<file path="config.mk">
export PLATFORM = sky130hd
export DESIGN_NAME = decode_stage_flat
export DESIGN_NICKNAME = d
export VERILOG_FILES = /design/src/rtl/decode_stage_if.sv /design/src/rtl/decode_stage.sv /design/src/flat_wrapper.sv
export SDC_FILE = /design/constraint.sdc
export NUM_CORES = 1
export LEC_CHECK = 0
export BUFFER_PORTS_ARGS = -buffer_cell sky130_fd_sc_hd__buf_4
export CAP_MARGIN = 10
export CORE_MARGIN = 5
export CORE_UTILIZATION = 41
export CTS_BUF_LIST = sky130_fd_sc_hd__clkbuf_16
export DETAILED_ROUTE_END_ITERATION = 10
export PLACE_DENSITY = 0.67
export RECOVER_POWER = 25
export SYNTH_ARGS = -nofsm -noshare
export SYNTH_HDL_FRONTEND = slang
export SYNTH_SLANG_ARGS = --single-unit
</file>
<file path="constraint.sdc">
create_clock -name clk -period 1.9 [get_ports clk]
set_input_delay 0.19 -clock clk [delete_from_list [all_inputs] [get_ports clk]]
set_output_delay 0.19 -clock clk [all_outputs]
set_load 0.01 [all_outputs]
</file>
<file path="src/rtl/decode_stage_if.sv">
// Fetch-side and register-read-side handshake bundle for the decode stage.
// The stage itself uses the slave view; its environment uses the master view.
interface decode_stage_if #(
  parameter int IW  = 9,
  parameter int OPW = 5,
  parameter int RW  = 3,
  parameter int DW  = 8
);
  logic           in_valid;
  logic           in_ready;
  logic [IW-1:0]  mach_code;
  logic           out_valid;
  logic           out_ready;
  logic [OPW-1:0] opcode;
  logic [RW-1:0]  reg1;
  logic [RW-1:0]  reg2;
  logic [DW-1:0]  immediate;

  modport master (
    output in_valid, mach_code, out_ready,
    input  in_ready, out_valid, opcode, reg1, reg2, immediate
  );

  modport slave (
    input  in_valid, mach_code, out_ready,
    output in_ready, out_valid, opcode, reg1, reg2, immediate
  );
endinterface

</file>
<file path="src/rtl/decode_stage.sv">
// Registered instruction decoder with an in-stream mode toggle and a
// run-time programmable immediate table; one word per handshake, latency 1.
module decode_stage #(
  parameter int                IW    = 9,
  parameter int                OPW   = 5,
  parameter int                RW    = 3,
  parameter int                DW    = 8,
  parameter logic [OPW-1:0]    SW_RR = '1,
  parameter logic [IW-2*RW-1:0] SW_RI = '1
) (
  input  logic          clk,
  input  logic          rst_n,
  decode_stage_if.slave bus,
  input  logic          flush,
  output logic          mode,
  input  logic          imm_we,
  input  logic [RW-1:0] imm_waddr,
  input  logic [DW-1:0] imm_wdata
);

  localparam int F     = (IW - OPW) / 2;
  localparam int DEPTH = 1 << RW;

  function automatic logic [DW-1:0] table_init(input int idx);
    case (idx)
      1:       return DW'(1);
      2:       return DW'(4);
      3:       return DW'(8);
      4:       return DW'(16);
      5:       return DW'(32);
      6:       return DW'(64);
      7:       return DW'(127);
      default: return '0;
    endcase
  endfunction

  logic           out_valid_q, out_valid_d;
  logic           mode_q, mode_d;
  logic [OPW-1:0] opcode_q, opcode_d;
  logic [RW-1:0]  reg1_q, reg1_d;
  logic [RW-1:0]  reg2_q, reg2_d;
  logic [DW-1:0]  immediate_q, immediate_d;
  logic [DW-1:0]  table_q [DEPTH];
  logic [DW-1:0]  table_d [DEPTH];

  logic           in_ready;
  logic           accept;
  logic           dec_switch;
  logic [OPW-1:0] dec_op;
  logic [RW-1:0]  dec_r1;
  logic [RW-1:0]  dec_r2;
  logic [DW-1:0]  dec_imm;

  assign in_ready = !out_valid_q || bus.out_ready;
  assign accept   = bus.in_valid && in_ready && !flush;

  // Field extraction depends only on the current mode; the table read uses
  // the pre-edge contents so a same-cycle write is not visible yet.
  always_comb begin
    dec_op     = '0;
    dec_r1     = '0;
    dec_r2     = '0;
    dec_imm    = '0;
    dec_switch = 1'b0;
    if (mode_q) begin
      dec_op     = OPW'(bus.mach_code[IW-1:2*RW]);
      dec_r1     = bus.mach_code[2*RW-1:RW];
      dec_r2     = bus.mach_code[RW-1:0];
      dec_imm    = table_q[bus.mach_code[RW-1:0]];
      dec_switch = (bus.mach_code[IW-1:2*RW] == SW_RI);
    end else begin
      dec_op     = bus.mach_code[IW-1 -: OPW];
      dec_r1     = RW'(bus.mach_code[2*F-1:F]);
      dec_r2     = RW'(bus.mach_code[F-1:0]);
      dec_switch = (bus.mach_code[IW-1 -: OPW] == SW_RR);
    end
  end

  always_comb begin
    out_valid_d = out_valid_q;
    mode_d      = mode_q;
    opcode_d    = opcode_q;
    reg1_d      = reg1_q;
    reg2_d      = reg2_q;
    immediate_d = immediate_q;
    if (flush) begin
      out_valid_d = 1'b0;
    end else if (accept && !dec_switch) begin
      out_valid_d = 1'b1;
      opcode_d    = dec_op;
      reg1_d      = dec_r1;
      reg2_d      = dec_r2;
      immediate_d = dec_imm;
    end else begin
      // A switch word is swallowed; a pending pop still retires the output.
      if (accept) mode_d = !mode_q;
      if (bus.out_ready) out_valid_d = 1'b0;
    end
  end

  generate
    for (genvar gi = 0; gi < DEPTH; gi++) begin : g_table
      assign table_d[gi] = (imm_we && imm_waddr == RW'(gi)) ? imm_wdata : table_q[gi];
    end
  endgenerate

  always_ff @(posedge clk or negedge rst_n) begin
    if (!rst_n) begin
      out_valid_q <= 1'b0;
      mode_q      <= 1'b0;
      opcode_q    <= '0;
      reg1_q      <= '0;
      reg2_q      <= '0;
      immediate_q <= '0;
      for (int i = 0; i < DEPTH; i++) table_q[i] <= table_init(i);
    end else begin
      out_valid_q <= out_valid_d;
      mode_q      <= mode_d;
      opcode_q    <= opcode_d;
      reg1_q      <= reg1_d;
      reg2_q      <= reg2_d;
      immediate_q <= immediate_d;
      table_q     <= table_d;
    end
  end

  assign bus.in_ready  = in_ready;
  assign bus.out_valid = out_valid_q;
  assign bus.opcode    = opcode_q;
  assign bus.reg1      = reg1_q;
  assign bus.reg2      = reg2_q;
  assign bus.immediate = immediate_q;
  assign mode          = mode_q;

endmodule

</file>
<file path="src/flat_wrapper.sv">
// flat-port wrapper written by rule: the top's interface ports become plain ports
module decode_stage_flat 
#(
  parameter int                IW    = 9,
  parameter int                OPW   = 5,
  parameter int                RW    = 3,
  parameter int                DW    = 8,
  parameter logic [OPW-1:0]    SW_RR = '1,
  parameter logic [IW-2*RW-1:0] SW_RI = '1
)
  (clk, rst_n, flush, mode, imm_we, imm_waddr, imm_wdata, bus_in_valid, bus_mach_code, bus_out_ready, bus_in_ready, bus_out_valid, bus_opcode, bus_reg1, bus_reg2, bus_immediate);
  decode_stage_if #(.IW(IW), .OPW(OPW), .RW(RW), .DW(DW)) bus_i ();
  input  logic clk;
  input  logic rst_n;
  input  logic flush;
  output logic mode;
  input  logic imm_we;
  input  logic [RW-1:0] imm_waddr;
  input  logic [DW-1:0] imm_wdata;
  input wire logic [$bits(bus_i.in_valid)-1:0] bus_in_valid;
  input wire logic [$bits(bus_i.mach_code)-1:0] bus_mach_code;
  input wire logic [$bits(bus_i.out_ready)-1:0] bus_out_ready;
  output wire logic [$bits(bus_i.in_ready)-1:0] bus_in_ready;
  output wire logic [$bits(bus_i.out_valid)-1:0] bus_out_valid;
  output wire logic [$bits(bus_i.opcode)-1:0] bus_opcode;
  output wire logic [$bits(bus_i.reg1)-1:0] bus_reg1;
  output wire logic [$bits(bus_i.reg2)-1:0] bus_reg2;
  output wire logic [$bits(bus_i.immediate)-1:0] bus_immediate;
  assign bus_i.in_valid = bus_in_valid;
  assign bus_i.mach_code = bus_mach_code;
  assign bus_i.out_ready = bus_out_ready;
  assign bus_in_ready = bus_i.in_ready;
  assign bus_out_valid = bus_i.out_valid;
  assign bus_opcode = bus_i.opcode;
  assign bus_reg1 = bus_i.reg1;
  assign bus_reg2 = bus_i.reg2;
  assign bus_immediate = bus_i.immediate;
  decode_stage #(.IW(IW), .OPW(OPW), .RW(RW), .DW(DW), .SW_RR(SW_RR), .SW_RI(SW_RI)) u_core (.clk(clk), .rst_n(rst_n), .bus(bus_i), .flush(flush), .mode(mode), .imm_we(imm_we), .imm_waddr(imm_waddr), .imm_wdata(imm_wdata));
endmodule
</file>
# == Yosys cells after proc, flatten, opt, wreduce, memory -nomap -nowiden ==
# Cells that the tools add are included.
# totals
out_inout_bits,22
word_cells,58
in_bits,26
register_bits,85
# classes
reduce_logical,20
order_cmp,1
bitwise,3
eq_ne,9
mux,11
# op_table
operator,count
8-bit binary-select mux with 3-bit select,1
8-bit 2-to-1 mux,3
"3-bit == test, second input constant",5
1-bit logical AND,11
"3-bit by 2-bit == test with 1-bit output, second input constant",2
3-bit 2-to-1 mux,2
"5-bit == test, second input constant",1
5-bit 2-to-1 mux,1
"4-bit greater-or-equal comparator, second input constant",1
1-bit logical NOT,4
1-bit 2-to-1 mux,4
3-bit NOT with 4-bit output,1
"3-bit by 1-bit == test with 1-bit output, second input constant",1
3-bit logical NOT,1
3-bit AND reduction,1
3-bit nonzero test,1
1-bit NOT,2
2-bit AND reduction,1
1-bit logical OR,1

# == Depth between registers and ports, before layout ==
# depth
ltp_word,7
depth_mapped,5
mapped_depth_nobuf,3

# == Least setup slack after synthesis ==
# Ideal clock, no wire load.
# synth_timing
kind,register -> register
from,"register u_core.out_valid_q, in the netlist u_core.bus.out_valid"
to,"register u_core.opcode_q[0], in the netlist u_core.bus.opcode[0]"
path_stages_with_launch,5
slack_ns,0.474
t_arrival_ns,1.301
required_ns,1.775
synth_period_minus_slack_ns,1.426
setup_ns,0.125
n_path_buf,1
cell_sequence,dfrtp_1 nand2b_1 o211a_1 buf_2 mux2_2
# synth_between
elab_chain_cells,6
# synth_rtl
element,line,source
start: declaration,decode_stage.sv:37,"logic out_valid_q, out_valid_d;"
start signal: assignment,decode_stage.sv:117,out_valid_q <= out_valid_d;
1-bit logical NOT,decode_stage.sv:54,assign in_ready = !out_valid_q || bus.out_ready;
1-bit logical OR,decode_stage.sv:54,
named net bus_in_ready,flat_wrapper.sv:23,output wire logic [$bits(bus_i.in_ready)-1:0] bus_in_ready;
1-bit logical AND (2 in series),decode_stage.sv:55,assign accept = bus.in_valid && in_ready && !flush;
1-bit logical AND,decode_stage.sv:88,end else if (accept && !dec_switch) begin
2-bit AND reduction (no line),--,
end signal: assignment,decode_stage.sv:119,opcode_q <= opcode_d;
end: declaration,decode_stage.sv:39,"logic [OPW-1:0] opcode_q, opcode_d;"
# The timed path passes the listed nets, and every way through them passes these cells.
# A chain may end at the register's enable or synchronous reset.

# == Final worst setup path ==
# layout_timing
from,"register u_core.out_valid_q, in the netlist u_core.bus.out_valid"
to,"register u_core.immediate_q[0], in the netlist u_core.bus.immediate[0]"
# layout_between
elab_chain_cells,6
# layout_rtl
element,line,source
1-bit logical NOT,decode_stage.sv:54,
1-bit logical OR,decode_stage.sv:54,
1-bit logical AND (2 in series),decode_stage.sv:55,
1-bit logical AND,decode_stage.sv:88,
2-bit AND reduction (no line),--,
end signal: assignment,decode_stage.sv:122,immediate_q <= immediate_d;
end: declaration,decode_stage.sv:42,"logic [DW-1:0] immediate_q, immediate_d;"
# No other way between the ends.

==> results.json <==
{
  "status": "finished clean",
  "hold_violations": 0,
  "ff_latch_area_sq_mm": 0.00214,
  "worst_clock_skew_ns": 0.00953,
  "htree_num_levels": 3,
  "die_h_um": 107,
  "die_w_um": 107,
  "drtIter0Drc": 96,
  "crit_type": "reg -> reg",
  "syn2layout_area_growth_pct": 20.7,
  "crit_path_max_fanout": 8,
  "core_sq_mm": 0.00920,
  "antenna_found_initial": 0,
  "relSlewSlack_pct": 25.3,
  "vdd_drop_max_uv": 488,
  "num_antenna_cells": 0,
  "busiest_layer": "met2",
  "clock-sinks": 85,
  "cp-start-kind": "flip-flop",
  "rsz0062_at_grt": "no",
  "synth.ff_latch_count": 85,
  "root_buffer": "clkbuf_16",
  "hpwl_um": 5290,
  "fin_crit_sh_pct": 82.4,
  "postCtsSetupBuffers": 0,
  "viasPerCell": 5.39,
  "gp_congestion": 0.718,
  "p_per_area_mw_per_mm2": 1180,
  "wl_um": 8090,
  "ant_nets": 0,
  "grt_overflow": 0,
  "maxCapViolCount": 0,
  "drcViolationCount": 0,
  "finalNonFillerCells": 422,
  "p_leak_nw": 2.01,
  "max_freq_mhz": 638,
  "drive_gt1_share_pct": 56.9,
  "clk_pin_slew_ns": 0.06,
  "cp.arrival_ns": 1.82,
  "ios": 48,
  "cts_buffers": 9,
  "ys_types": 29,
  "drt_pass1_iterations": 4,
  "core.rowCount": 35,
  "grt_pass1_wl_um": 12800,
  "required_ns": 2.15,
  "syn_inst": 246,
  "portBuffers": 47,
  "clk_path_buf_depth": 2,
  "setup_viol": 0,
  "fp.dieArea_sq_mm": 0.0114,
  "cts_tree": "yes",
  "maxSlewViolCount": 0,
  "endpoint_kind": "flip-flop",
  "synth_fp_nets": 272,
  "fin_crit_ns": 1.57,
  "nets": 332,
  "wire_per_inst_um": 19.2,
  "grt_max_degree": 44,
  "met2_usage_pct": 21.8,
  "worst_pin_slew_ns": 1.12,
  "seq_area_frac_synth_pct": 55.9,
  "placedCellCount": 405,
  "grt_pass1_vias": 2326,
  "met1_usage_pct": 21.5,
  "n_fill_cell": 812,
  "grt_use_met3_pct": 3.97,
  "multiInputGateArea_sq_mm": 0.00157,
  "vias": 2273,
  "fin_tns_setup_ns": 0,
  "worstSkewPairLatency_ns": 0.33,
  "initial_core_util_pct": 41.7,
  "grtUsageTotal_pct": 15.0,
  "synth_area_sq_mm": 0.00384,
  "hold_path.class": "in -> reg",
  "ys_warn_count": 0,
  "syn_area_per_cell_sq_um": 15.6
}
worst max-delay path: stages (launching register included):
cell and delay (ns):
dfrtp_1 0.38, nand2b_1 0.16, nand4_1 0.48, buf_4 0.34, o22ai_1 0.12
worst paths after layout:
path	startpoint	end	slack, ns	cells after the start
worst max-delay path	u_core.bus.out_valid	u_core.bus.immediate[0]	0.33	4
worst min-delay path	flush	u_core.bus.out_valid	0.05	2
worst max register to register	u_core.bus.out_valid	u_core.bus.immediate[0]	0.33	4
worst min register to register	u_core.table_q[25]	u_core.table_q[25]	0.50	1
max in group asynchronous	rst_n	u_core.table_q[28]	0.48	3
min in group asynchronous	rst_n	u_core.bus.immediate[3]	0.61	2
flip-flops by register name (all words and copies together) (netlist names):
register / count
u_core.bus.reg1: 3
u_core.table_q: 64
u_core.bus.reg2: 3
u_core.bus.out_valid: 1
u_core.bus.immediate: 8
u_core.mode: 1
u_core.bus.opcode: 5
layer usage:
| metal | vias up | share of wire, % |
|---|---|---|
| met3 | 11 | 5.7 |
| li1 | 1026 | - |
| met4 | 0 | 1.6 |
| met5 | - | 0 |
| met1 | 1172 | 47 |
| met2 | 64 | 45 |
cell usage in the layout, fill, tap and decap left out, drive strengths merged:
cell type	n
nor3b	2
dfrtp	72
nor2b	3
dfstp	13
clkinv	4
o22ai	9
o21ai	2
clkinvlp	1
nand2b	3
mux2i	7
clkbuf	16
nor3	2
a21oi	1
inv	13
o211a	1
nor4b	1
nand4b	3
mux4	16
nand2	3
xor2	1
mux2	76
nand4	2
o21bai	1
dlygate4sd3	1
o32ai	1
nand3	1
buf	53
nor2	2
bufinv	1
layout make-up:
cell class	instances	area share [%]
inverters	12	0.972
repair buffers	61	9.67
flip-flops and latches	85	46.3
clock buffers	9	4.86
well taps	111	3.00
clock inverters	7	1.27
multi-input cells	137	34.0
synthesized netlist by cell type, drive strengths merged:
cell	number	share of area, %
a21oi	1	0.13
buf	11	1.9
clkbuf	1	0.098
dfrtp	72	47
dfstp	13	8.9
inv	12	1.2
mux2	76	22
mux2i	7	1.8
mux4	16	9.4
nand2	3	0.29
nand2b	3	0.68
nand3	1	0.13
nand4	2	0.33
nand4b	3	0.68
nor2	2	0.20
nor2b	3	0.49
nor3	2	0.68
nor3b	2	0.98
nor4b	1	0.23
o211a	1	0.26
o21ai	2	0.26
o21bai	1	0.20
o22ai	9	1.5
o32ai	1	0.23
xor2	1	0.23
repair_timing:
action,4_1_cts,5_1_grt
hold buffers,1,0
hold endpoints to repair,30,0
resized for setup,0,0
per-stage QoR:
| step | utilization [%] | area (sq um) | power (mW) | worst slack [ns] | hold slack [ns] |
|---|---|---|---|---|---|
| floorplan | - | 3840 | 3.30 | 0.474 | -0.106 |
| global placement | 47.4 | 4360 | 3.78 | 0.357 | 0.217 |
| detailed placement | 47.4 | 4360 | 3.83 | 0.333 | 0.224 |
| CTS | 50.6 | 4660 | 5.52 | 0.314 | 0.0373 |
| global route | 50.4 | 4630 | 5.74 | 0.196 | 0.0521 |
| finish | 50.4 | 4630 | 5.44 | 0.334 | 0.0501 |
power by group:
part	total [mW]	switching (mW)	internal, mW
Sequential	2.54	0.239	2.30
Clock	1.67	0.667	0.999
Combinational	1.24	0.484	0.757
logic make-up after synthesis:
kind of cell,share of synthesized area (%)
xor+xnor,0.228
compound gates,2.54
mux,33.5
buf+inv,3.16
flops,55.9
simple gates,4.70
(Power assumes the default switching activity.)
